===== config.mk =====
export PLATFORM = sky130hd
export DESIGN_NAME = seven_segment_arbiter
export DESIGN_NICKNAME = d
export VERILOG_FILES = /design/src/rtl/seven_segment_arbiter_pkg.sv /design/src/rtl/seven_segment_arbiter_rr_pick.sv /design/src/rtl/seven_segment_arbiter.sv
export SDC_FILE = /design/constraint.sdc
export NUM_CORES = 1
export LEC_CHECK = 0
export CAP_MARGIN = 20
export CORE_ASPECT_RATIO = 1.1
export CORE_MARGIN = 8
export CORE_UTILIZATION = 32
export CTS_BUF_LIST = sky130_fd_sc_hd__clkbuf_8
export DETAILED_ROUTE_END_ITERATION = 12
export PLACE_DENSITY = 0.88
export RECOVER_POWER = 25
export SLEW_MARGIN = 20
export SYNTH_ARGS = -nofsm -noshare
export SYNTH_HDL_FRONTEND = slang
export SYNTH_HIERARCHICAL = 1
export SYNTH_SLANG_ARGS = --single-unit

===== constraint.sdc =====
create_clock -name clk -period 2.05 [get_ports clk]
set_input_delay 0.3075 -clock clk [delete_from_list [all_inputs] [get_ports clk]]
set_output_delay 0.3075 -clock clk [all_outputs]
set_load 0.005 [all_outputs]

===== src/rtl/seven_segment_arbiter_pkg.sv =====
// Shared types and sizes for the seven-segment display arbiter.
package seven_segment_arbiter_pkg;
  localparam int unsigned n_req  = 4;
  localparam int unsigned hold_w = 8;

  typedef enum logic [1:0] {
    IDLE  = 2'd0,
    GRANT = 2'd1,
    BLANK = 2'd2
  } state_t;
endpackage


===== src/rtl/seven_segment_arbiter_rr_pick.sv =====
// Combinational round-robin finder: first set req bit at or after start, wrapping.
module rr_pick
  import seven_segment_arbiter_pkg::*;
(
  input  logic [3:0] req,
  input  logic [1:0] start,
  output logic       found,
  output logic [1:0] idx
);
  logic [1:0] cand;

  always_comb begin
    found = 1'b0;
    idx   = start;
    cand  = start;
    for (int unsigned k = 0; k < n_req; k++) begin
      cand = start + 2'(k);
      if (!found && req[cand]) begin
        found = 1'b1;
        idx   = cand;
      end
    end
  end
endmodule


===== src/rtl/seven_segment_arbiter.sv =====
// Round-robin time-sharing of one seven-segment display among four number sources.
module seven_segment_arbiter
  import seven_segment_arbiter_pkg::*;
#(
  parameter int unsigned w    = 32,
  parameter int unsigned hold = 8
) (
  input  logic             clk,
  input  logic             rst_n,
  input  logic             en,
  input  logic [3:0]       req,
  input  logic             lock,
  input  logic [4*w-1:0]   num_in,
  input  logic [31:0]      dots_in,
  output logic [w-1:0]     num,
  output logic [7:0]       dots,
  output logic [3:0]       grant,
  output logic [1:0]       owner,
  output logic [7:0]       switch_count
);
  localparam logic [hold_w-1:0] hold_last = hold_w'(hold - 1);

  state_t            state, state_n;
  logic [1:0]        owner_n;
  logic [hold_w-1:0] hold_cnt, hold_n;
  logic [7:0]        switch_n;
  logic              pick_found;
  logic [1:0]        pick_idx;
  logic [3:0]        others;

  // Search always begins just past the current/last owner.
  rr_pick u_pick (
    .req   (req),
    .start (owner + 2'd1),
    .found (pick_found),
    .idx   (pick_idx)
  );

  assign others = req & ~(4'b0001 << owner);

  always_ff @(posedge clk or negedge rst_n) begin
    if (!rst_n) begin
      state        <= IDLE;
      owner        <= 2'd3;
      hold_cnt     <= '0;
      switch_count <= '0;
    end else begin
      state        <= state_n;
      owner        <= owner_n;
      hold_cnt     <= hold_n;
      switch_count <= switch_n;
    end
  end

  always_comb begin
    state_n  = state;
    owner_n  = owner;
    hold_n   = hold_cnt;
    switch_n = switch_count;
    unique case (state)
      IDLE: begin
        hold_n = '0;
        if (pick_found) begin
          state_n  = GRANT;
          owner_n  = pick_idx;
          switch_n = switch_count + 8'd1;
        end
      end
      GRANT: begin
        // Owner drop outranks both lock and the slot timer.
        if (!req[owner]) begin
          state_n = BLANK;
        end else if (en) begin
          if (hold_cnt == hold_last) begin
            hold_n = '0;
            if (!lock && (others != 4'b0000)) state_n = BLANK;
          end else begin
            hold_n = hold_cnt + 1'b1;
          end
        end
      end
      BLANK: begin
        if (en) begin
          if (pick_found) begin
            state_n  = GRANT;
            owner_n  = pick_idx;
            hold_n   = '0;
            switch_n = switch_count + 8'd1;
          end else begin
            state_n = IDLE;
          end
        end
      end
      default: state_n = IDLE;
    endcase
  end

  always_comb begin
    grant = '0;
    num   = '0;
    dots  = '0;
    if (state == GRANT) begin
      grant = 4'b0001 << owner;
      for (int unsigned i = 0; i < n_req; i++) begin
        if (owner == 2'(i)) begin
          num  = num_in[i*w +: w];
          dots = dots_in[i*8 +: 8];
        end
      end
    end
  end
endmodule


Word level (Yosys, flattened, before mapping)
Cells that the tools add are included.
{"block": "totals", "word_cells": 96, "out_inout_bits": 54, "ff_bits": 20, "in_bits": 168}
{"block": "op_classes", "n_bitwise": 2, "n_mux": 48, "add_sub_neg": 6, "magnitude_cmp": 5, "reduce_logical": 16, "eq_ne": 14, "shifts": 1}
{"op": "$mux W32", "count": 5}
{"op": "$mux W8", "count": 12}
{"op": "$pmux W8 S3", "count": 1}
{"op": "$mux W2", "count": 11}
{"op": "$add A8 B1 Y8 const B", "count": 2}
{"op": "$pmux W8 S2", "count": 1}
{"op": "$lt A2 B3 Y1 const B", "count": 5}
{"op": "$bmux W1 S2", "count": 5}
{"op": "$mux W1", "count": 10}
{"op": "$ne A2 B2 Y1 const B", "count": 5}
{"op": "$reduce_and A5 Y1", "count": 2}
{"op": "$ne A3 B3 Y1 const B", "count": 3}
{"op": "$eq A8 B3 Y1 const B", "count": 1}
{"op": "$eq A2 B2 Y1 const B", "count": 3}
{"op": "$pmux W2 S3", "count": 1}
{"op": "$add A2 B1 Y2 const B", "count": 2}
{"op": "$add A2 B2 Y2 const B", "count": 2}
{"op": "$and A4 B4 Y4", "count": 1}
{"op": "$eq A2 B1 Y1 const B", "count": 2}
{"op": "$logic_and A1 B1 Y1", "count": 4}
{"op": "$logic_not A1 Y1", "count": 4}
{"op": "$logic_not A2 Y1", "count": 2}
{"op": "$mux W4", "count": 1}
{"op": "$not A4 Y4", "count": 1}
{"op": "6 further kinds", "count": 6}

Logic depth before layout (Yosys ltp)
Gate-level depths: netlist of the first run.
{"block": "logic_depth", "depth_word": 16, "mapped_depth": 8, "depth_no_buf": 7}

Hierarchy
The synthesis of the first run kept the hierarchy.
{"module": "seven_segment_arbiter", "n_inst": 1, "area_per_inst_um2": 2757.6, "cells_each": 392}
{"module": "rr_pick", "n_inst": 1, "area_per_inst_um2": 96.3, "cells_each": 16}

Worst setup path after synthesis of the first run
OpenSTA, ideal clock, no wires.
{"block": "synth_path", "path_type": "register -> output", "start": "register owner[0]", "end": "output port num[10]", "path_buffers": 3, "setup_slack_ns": -0.142, "arrival_ns": 1.885, "required_time_ns": 1.742, "stages_incl_launch_ff": 8, "path_cell_list": "dfstp_2 ha_1 clkbuf_1 buf_2 buf_2 a221oi_1 a211o_1 a21oi_1"}
{"block": "synth_via", "elab_chain_len": 6}
{"item": "start, declared", "line": "seven_segment_arbiter.sv:18", "rtl": "output logic [1:0] owner,"}
{"item": "start signal, assigned", "line": "seven_segment_arbiter.sv:49", "rtl": "owner <= owner_n;"}
{"item": "$logic_not A2 Y1", "line": "seven_segment_arbiter.sv:105", "rtl": "if (owner == 2'(i)) begin"}
{"item": "$mux W32 (3 in a row)", "line": "seven_segment_arbiter.sv:105"}
{"item": "$mux W32 *", "line": "seven_segment_arbiter.sv:105"}
{"item": "$mux W32 *", "line": "seven_segment_arbiter.sv:102", "rtl": "if (state == GRANT) begin"}
{"item": "end, declared", "line": "seven_segment_arbiter.sv:15", "rtl": "output logic [w-1:0] num,"}
Mark *: on every way between the ends. The rest lies on a longest branch, timed or not.

Worst setup path after layout of the first run
{"block": "layout_path", "start": "register owner[1]", "end": "output port dots[7]"}
{"block": "layout_via", "elab_chain_len": 6}
{"item": "$logic_not A2 Y1", "line": "seven_segment_arbiter.sv:105"}
{"item": "$mux W8 (3 in a row)", "line": "seven_segment_arbiter.sv:105"}
{"item": "$mux W8 *", "line": "seven_segment_arbiter.sv:105"}
{"item": "$mux W8 *", "line": "seven_segment_arbiter.sv:102"}
{"item": "end, declared", "line": "seven_segment_arbiter.sv:16", "rtl": "output logic [7:0] dots,"}
Marks and branches as above.

==> qor.yml, run 1 <==
logic_synthesis:
  synth-edff-count: 0
  ys_seq_elements: 20
  synthArstFlopShare: 1.00
  synth_area_leaders: "dfrtp_1 16%, a211o_1 12%, a221oi_1 12%"
  syn_inst: 408
  mappedNetlistArea_um2: 2850
  avgSynthCellArea_um2: 7.00
  ys_warn_count: 6
  ys_types: 40
  synth_top_cell_by_area: "dfrtp_1"
  ys.flop_type: "dfrtp_1"
  synth_nets: 582
  synth_top_area_frac: 0.158
  seq_area_frac_synth: 0.176
sta:
  slew_viol_final: 0
  worst_slack_ns: -0.386
  timing.fmax_mhz: 410
  clock_skew_ns: 0.00781
  finalSetupViolations: 42
  tns_ns: -12.89
  max_slew_margin: 0.258
  rsz0062_at_grt: "yes"
  tightest_slew_ns: 1.11
  finalHoldViolations: 0
  min_period_over_period: 1.19
  fin_crit_ns: 2.44
drt:
  detail_route.first_pass.iterations: 5
  vias: 4345
  via_per_inst: 5.72
  postRouteWirelength_um: 15700
  detail-route-antenna-nets: 0
  drc_errors: 0
  wl_per_cell_um: 20.7
  drt_iter0_markers: 334
critical_path:
  crit_fanout: 6
  critPathLaunch: "owner[1]$_DFFE_PN1P_"
  reg2reg_depth: 8
  r2r-start: "owner[1]$_DFFE_PN1P_"
  arrival_ns: 2.13
  crit_path_end_kind: "output pin"
  worstSetupPathType: "reg -> out"
  rrSetupSlack_ns: 0.08
  worstPathRequired_ns: 1.74
  cp-start-kind: "flop"
clock_tree:
  cts_buffers: 3
  h-tree-depth: 1
  cts_hold_repair.buffers: 0
  root_buffer: "clkbuf_8"
  clkSinkCount: 20
  cts_buffer_depth: 2
  clkTransAtPathRegs_ns: 0.08
  tritoncts: "yes"
  clock_latency_ns: 0.27
hold_path:
  min_from: "switch_count[7]$_DFFE_PN0P_"
  whs_path_depth: 1
  min-delay-path-class: "reg -> reg"
placement:
  dp.cells: 733
  dp_hpwl_um: 10900
  port_buffers: 221
  gp_congestion: 0.898
job:
  drv_cap: 0
layout:
  layout.cells.non_filler: 760
  final_cell_mix: "177 x clkdlybuf4s50_1, 52 x nand2_1, 45 x inv_1, 40 x a211o_1, 38 x buf_2"
  syn2layout_area_growth_pct: 119
  final_net_count: 822
  drive_gt1_frac: 0.322
  final_common_cell: "clkdlybuf4s50_1"
  n_antenna_cell: 0
  post-route-util: 0.713
die:
  fp.dieH_um: 115
  ioPinCount: 222
  rows: 36
  initial_core_util: 0.325
  coreArea_um2: 8780
  fp.dieArea_um2: 12200
  fp.dieW_um: 106
global_route:
  grt_pass1_vias: 4432
  track_usage: 0.224
  grt_pass1_wl_um: 22500
  overflow: 0
  antenna_found_initial: 0
  grt_max_degree: 44
run_status:
  status: "complete, but fails checks"
  violations: "negative setup slack"
power_and_ir_drop:
  max-vdd-ir-drop_mv: 0.614
  power.density_nw_per_um2: 1300
  total_power_mw: 8.13
  leakagePower_nw: 2.76
[Yosys cell counts, types with 2 or more instances]
library cell and instances:
nand3_1 5, a21oi_1 42, nor3_1 4, mux2i_1 4, nor2_1 8, mux2_2 2
inv_1 47, a31oi_1 2, dfrtp_1 18, nand2_1 52, nor2b_1 43, or3_1 2
a221oi_1 40, xor2_1 5, a32o_1 4, o22ai_1 3, a21o_1 2, clkbuf_1 33
a211o_1 40, and2_1 6, buf_2 5, ha_1 6, o21ai_0 4, nand2b_1 8
nand4_1 3, xnor2_1 3, nand3b_1 3, dfstp_2 2
[through the flow]
stage | cell area, µm² | hold WS (ns) | setup slack (ns)
floorplan | 2970 | 0.0119 | 0.000778
global placement | 5490 | 0.457 | -0.445
detailed placement | 5490 | 0.460 | -0.497
CTS | 6010 | 0.401 | -0.382
global route | 6260 | 0.500 | -0.441
finish | 6260 | 0.470 | -0.386
[state kept, by name, indices dropped and copies added, names as in the netlist]
signal,cells
hold_cnt,8
switch_count,8
owner,2
state,2
[cell families after synthesis]
logic type | Yosys count | synth area share
xor gates and xnor gates | 8 | 0.0246
DFF | 20 | 0.176
AOI/OAI and AO/OA | 146 | 0.389
buffers and inverters | 85 | 0.114
and+or+nand+nor | 137 | 0.248
muxes | 6 | 0.0219
adders and majority gates | 6 | 0.0263
[metal layers]
layer | vias to the layer above | wire (µm) | track usage
met5 | - | 0 | 0
met1 | 2082 | 5930 | 0.244
met4 | 0 | 607 | 0.0845
met3 | 50 | 1310 | 0.0633
met2 | 264 | 7900 | 0.402
li1 | 1949 | - | -
[final cells by class]
cell class | instances | area, µm²
sequential | 20 | 503
fill | 625 | 2520
tap | 114 | 143
clock buffer | 3 | 41.3
multi-input combinational | 303 | 2620
inverter | 47 | 179
timing repair buffer | 273 | 2780
[where the power goes]
| part | internal [mW] | total [mW] | switching (mW) |
|---|---|---|---|
| clock | 0.131 | 0.268 | 0.136 |
| combinational | 3.75 | 7.19 | 3.44 |
| sequential | 0.525 | 0.669 | 0.144 |
[what timing repair did]
action	in CTS	in global routing
setup buffers	9	4
endpoints found under the setup margin	44	44
cloned	7	7
pin swaps	23	64
gates resized for setup	204	79
[critical path: stages, from the launching register on]
cell	delay, ns
dfstp_2	0.56
inv_2	0.06
ha_4	0.17
buf_6	0.14
buf_12	0.15
nor2b_4	0.13
a221oi_1	0.09
a211o_1	0.27
a21oi_2	0.16
buf_2	0.14
[final timing paths]
path                                               end
setup / recovery                               dots[7]
hold / removal             switch_count[7]$_DFFE_PN0P_
setup reg to reg                  state[1]$_DFFE_PN0P_
hold reg to reg            switch_count[7]$_DFFE_PN0P_
max in group asynchronous  switch_count[7]$_DFFE_PN0P_
min in group asynchronous      hold_cnt[6]$_DFFE_PN0P_
Power figures use the tool's default switching activity.
==> run 2, diff against run 1 <==
- MAX_ROUTING_LAYER: not set -> met4
- SLEW_MARGIN: 20 -> 40
==> run 2 against run 1 <==
Against the previous run: the flow still finishes with violations (negative setup slack); design area about the same; total power fell by 0.19%; die area is the same; clock power hardly changed; global-route usage grew 0.66 points; flip-flop and latch count is the same; critical endpoint unchanged.
==> qor.yml, run 2 (synthesis gave the netlist of run 1 again) <==
drt:
  detail_route.first_pass.iterations: 5
  drt_iter0_markers: 310
  detail-route-antenna-nets: 0
  wl_per_cell_um: 20.4
  postRouteWirelength_um: 15500
  via_per_inst: 5.63
  drc_errors: 0
  vias: 4282
clock_tree:
  clock_latency_ns: 0.27
  cts_buffer_depth: 2
  h-tree-depth: 1
  clkTransAtPathRegs_ns: 0.08
  clkSinkCount: 20
  cts_hold_repair.buffers: 0
  cts_buffers: 3
  tritoncts: "yes"
  root_buffer: "clkbuf_8"
sta:
  finalSetupViolations: 41
  finalHoldViolations: 0
  tns_ns: -12.66
  timing.fmax_mhz: 412
  hold_slack_ns: 0.471
  rsz0062_at_grt: "yes"
  fin_crit_ns: 2.43
  max_slew_margin: 0.265
  worst_slack_ns: -0.379
  min_period_over_period: 1.18
  tightest_slew_ns: 1.10
  slew_viol_final: 0
  clock_skew_ns: 0.00905
placement:
  gp_congestion: 0.913
  dp_hpwl_um: 10900
  port_buffers: 221
  dp.cells: 733
critical_path:
  worstPathRequired_ns: 1.74
  arrival_ns: 2.12
  worstSetupPathType: "reg -> out"
  crit_fanout: 6
  cp-start-kind: "flop"
  crit_path_end_kind: "output pin"
global_route:
  grt_max_degree: 44
  top_usage_layer: "met2"
  track_usage: 0.230
  use_met3: 0.0387
  grt_use_met2: 0.403
  antenna_found_initial: 0
  met1_usage: 0.259
  grt_pass1_vias: 4454
  overflow: 0
  grt_pass1_wl_um: 22300
run_status:
  violations: "negative setup slack"
  status: "complete, but fails checks"
die:
  initial_core_util: 0.325
  fp.dieH_um: 115
  coreArea_um2: 8780
  ioPinCount: 222
  rows: 36
  fp.dieArea_um2: 12200
  fp.dieW_um: 106
layout:
  drive_gt1_frac: 0.321
  final_cell_mix: "176 x clkdlybuf4s50_1, 52 x nand2_1, 45 x inv_1, 40 x a211o_1, 38 x buf_2"
  largestRegisters: "hold_cnt (8), switch_count (8)"
  layout.cells.non_filler: 761
  n_antenna_cell: 0
  final_common_cell: "clkdlybuf4s50_1"
  final_net_count: 823
  syn2layout_area_growth_pct: 119
power_and_ir_drop:
  power.density_nw_per_um2: 1300
  leakagePower_nw: 2.76
  max-vdd-ir-drop_mv: 0.605
job:
  drv_cap: 0
hold_path:
  min-delay-path-class: "reg -> reg"
[run 2: where the power goes]
part	leakage, nW	internal (mW)	switching (mW)	total, mW
Clock	0.0216	0.131	0.136	0.268
Combinational	2.48	3.77	3.41	7.18
Sequential	0.257	0.525	0.142	0.668
Total	2.76	4.42	3.69	8.11
[run 2: metal layers]
metal  vias to the layer above  share of wire
met3                        44          0.071
met1                      2032           0.39
met2                       246           0.50
met4                         0          0.035
li1                       1960              -
met5                         -              0
[run 2: cell type report]
| cell class | count | area (µm²) |
|---|---|---|
| Timing Repair Buffer | 274 | 2800 |
| Multi-Input combinational cell | 303 | 2600 |
| Fill cell | 616 | 2520 |
| Sequential cell | 20 | 503 |
| Inverter | 47 | 179 |
| Tap cell | 114 | 143 |
| Clock buffer | 3 | 41.3 |
[run 2: stage by stage]
step                      setup WS, ns   util  power, mW  instance area [µm²]
after floorplan               0.000778      -       3.80                 2970
after global placement          -0.445  0.625       6.19                 5490
after CTS                       -0.382  0.684       7.53                 6010
after detailed placement        -0.497  0.625       6.34                 5490
after global routing            -0.438  0.713       8.59                 6260
final                           -0.379  0.713       8.11                 6260
[run 2: final timing paths]
kind	from	to	slack, ns	depth (start not counted)
max	owner[1]$_DFFE_PN1P_	dots[7]	-0.38	9
min	switch_count[7]$_DFFE_PN0P_	switch_count[7]$_DFFE_PN0P_	0.47	1
max reg2reg	owner[1]$_DFFE_PN1P_	state[1]$_DFFE_PN0P_	0.08	8
min reg2reg	switch_count[7]$_DFFE_PN0P_	switch_count[7]$_DFFE_PN0P_	0.47	1
max in group asynchronous	rst_n	switch_count[7]$_DFFE_PN0P_	0.62	2
min in group asynchronous	rst_n	hold_cnt[6]$_DFFE_PN0P_	0.77	2
[run 2: worst max-delay path: stages, from the launching register on]
cell and delay, ns:
dfstp_2 0.56, inv_2 0.06, ha_4 0.17, buf_6 0.14, buf_12 0.15, nor2b_4 0.13, a221oi_1 0.08, a211o_1 0.26
a21oi_2 0.16, buf_2 0.14
[run 2: repair_timing]
item	CTS	global route
setup endpoints to repair	44	44
buffers inserted	9	4
resized for setup	204	75
pin swaps	23	66
gates cloned	7	7
==> run 3, diff against run 2 <==
- CORE_MARGIN: 8 -> not set
- SLEW_MARGIN: 40 -> 30
==> run 3 against run 2 <==
Against the previous run: critical path depth did not move; clock-buffer cell count rose by 1; the flow still finishes with violations (negative setup slack); clock skew fell by 0.0072 ns; highest routed layer unchanged; sequential power rose by 0.6%; design area rose by 4.3%; critical path type unchanged.
==> qor.yml, run 3 (synthesis gave the netlist of run 1 again) <==
run_status:
  status: "complete, but fails checks"
  violations: "negative setup slack"
die:
  coreArea_um2: 8500
  fp.dieH_um: 101
  fp.dieArea_um2: 9300
  initial_core_util: 0.336
  ioPinCount: 222
  rows: 35
  fp.dieW_um: 92.0
placement:
  dp_hpwl_um: 9840
  port_buffers: 221
  dp.cells: 735
  dp_slack_ns: -0.478
  dpl_cell_area_um2: 5530
  gp_congestion: 0.920
layout:
  largestRegisters: "hold_cnt (8), switch_count (8)"
  final_common_cell: "clkdlybuf4s50_1"
  n_antenna_cell: 0
  final_cell_mix: "175 x clkdlybuf4s50_1, 52 x nand2_1, 45 x inv_1, 40 x a211o_1, 37 x buf_2"
  layout.cells.non_filler: 777
  fin_area_um2: 6530
  drive_gt1_frac: 0.354
  syn2layout_area_growth_pct: 129
  post-route-util: 0.768
  final_net_count: 841
power_and_ir_drop:
  swShare: 0.447
  p_sw_mw: 3.96
  total_power_mw: 8.85
  p_int_mw: 4.90
  p_clk_frac: 0.036
  max-vdd-ir-drop_mv: 0.733
  seqPwrFrac: 0.076
  power.density_nw_per_um2: 1360
  comb_power_share: 0.888
  leakagePower_nw: 2.89
global_route:
  overflow: 0
  grt_pass1_vias: 4469
  track_usage: 0.326
  grt_pass1_wl_um: 23100
  antenna_found_initial: 0
  grt_max_degree: 24
job:
  drv_cap: 0
sta:
  tns_ns: -13.10
  finalHoldViolations: 0
  min_period_over_period: 1.19
  max_slew_margin: 0.233
  clock_skew_ns: 0.00182
  fin_crit_ns: 2.44
  worst_slack_ns: -0.389
  tightest_slew_ns: 1.15
  slew_viol_final: 0
  timing.fmax_mhz: 410
  hold_slack_ns: 0.496
  finalSetupViolations: 40
  rsz0062_at_grt: "yes"
critical_path:
  cp_slowest_stage_delay_ns: 0.57
  worstSetupPathType: "reg -> out"
  cp_cell_sequence: "inv_4 > ha_4 > buf_8 > buf_12 > nor2b_1 > a221oi_2 > a211o_1 > a21oi_2 > buf_2"
  crit_fanout: 10
  worstPathRequired_ns: 1.74
  arrival_ns: 2.13
  cpMaxStageDelayCell: "dfstp_2"
  rrSetupSlack_ns: 0.03
  crit_path_end_kind: "output pin"
  cp-start-kind: "flop"
clock_tree:
  root_buffer: "clkbuf_8"
  clkTransAtPathRegs_ns: 0.08
  clkSinkCount: 20
  h-tree-depth: 1
  clock_latency_ns: 0.27
  cts_buffer_depth: 2
  cts_buffers: 3
  tritoncts: "yes"
drt:
  detail_route.first_pass.iterations: 5
  drt_iter0_markers: 270
  drc_errors: 0
  postRouteWirelength_um: 16000
  detail-route-antenna-nets: 0
  wl_per_cell_um: 20.6
  via_per_inst: 5.80
  vias: 4506
hold_path:
  min-delay-path-class: "reg -> reg"
==> run 3: changes by cell type in the layout (fill, tap and decap cells not counted), moves of 3 or more <==
cell | before | now
buf_6 | 4 | 15
buf_16 | 2 | 10
buf_4 | 23 | 29
clkbuf_16 | 5 | 1
nor2b_2 | 8 | 11
==> run 3: final cells by class <==
type	instances	area (µm²)
inverters	47	181
well taps	111	139
repair buffers	292	3040
flip-flops and latches	20	503
fillers	502	1970
multi-input cells	303	2610
clock buffers	4	55.1
==> run 3: repair_timing <==
action / 4_1_cts / 5_1_grt
cloned: 14 / 1
gates resized for setup: 258 / 52
pin swaps: 79 / 12
buffers inserted: 24 / 4
hold endpoints to repair: 0 / 0
hold buffers: 0 / 0
endpoints found under the setup margin: 44 / 49
==> run 3: critical path, delay by kind of cell, from the launching register on <==
kind                     cells  cell delay, ns
flip-flops                   1            0.57
AO/OA/AOI/OAI                3            0.47
buffers and inverters        4            0.47
adder cells (fa/ha/maj)      1            0.19
AND/OR/NAND/NOR              1            0.16
==> run 3: worst paths after layout <==
path / start / endpoint / cells past startpoint
worst max-delay path: owner[1]$_DFFE_PN1P_ / num[11] / 9
worst min-delay path: switch_count[7]$_DFFE_PN0P_ / switch_count[7]$_DFFE_PN0P_ / 1
worst max register to register: owner[0]$_DFFE_PN1P_ / hold_cnt[4]$_DFFE_PN0P_ / 7
worst min register to register: switch_count[7]$_DFFE_PN0P_ / switch_count[7]$_DFFE_PN0P_ / 1
max in group asynchronous: rst_n / hold_cnt[4]$_DFFE_PN0P_ / 2
min in group asynchronous: rst_n / switch_count[2]$_DFFE_PN0P_ / 2
==> run 3: power groups by stage <==
stage / Combinational, mW / Clock (mW) / Sequential [mW]
floorplan: 3.14 / 0 / 0.658
CTS: 7.27 / 0.309 / 0.653
finish: 7.86 / 0.322 / 0.672
detailed placement: 5.70 / 0 / 0.667
global placement: 5.58 / 0 / 0.653
global route: 8.27 / 0.333 / 0.693
==> run 3: routing by layer <==
| metal | up-vias | GRT usage | routed length, µm |
|---|---|---|---|
| met5 | - | - | 0 |
| met2 | 279 | 0.568 | 8230 |
| met1 | 2162 | 0.379 | 5880 |
| met3 | 67 | 0.0377 | 995 |
| li1 | 1998 | - | - |
| met4 | 0 | 0.142 | 905 |
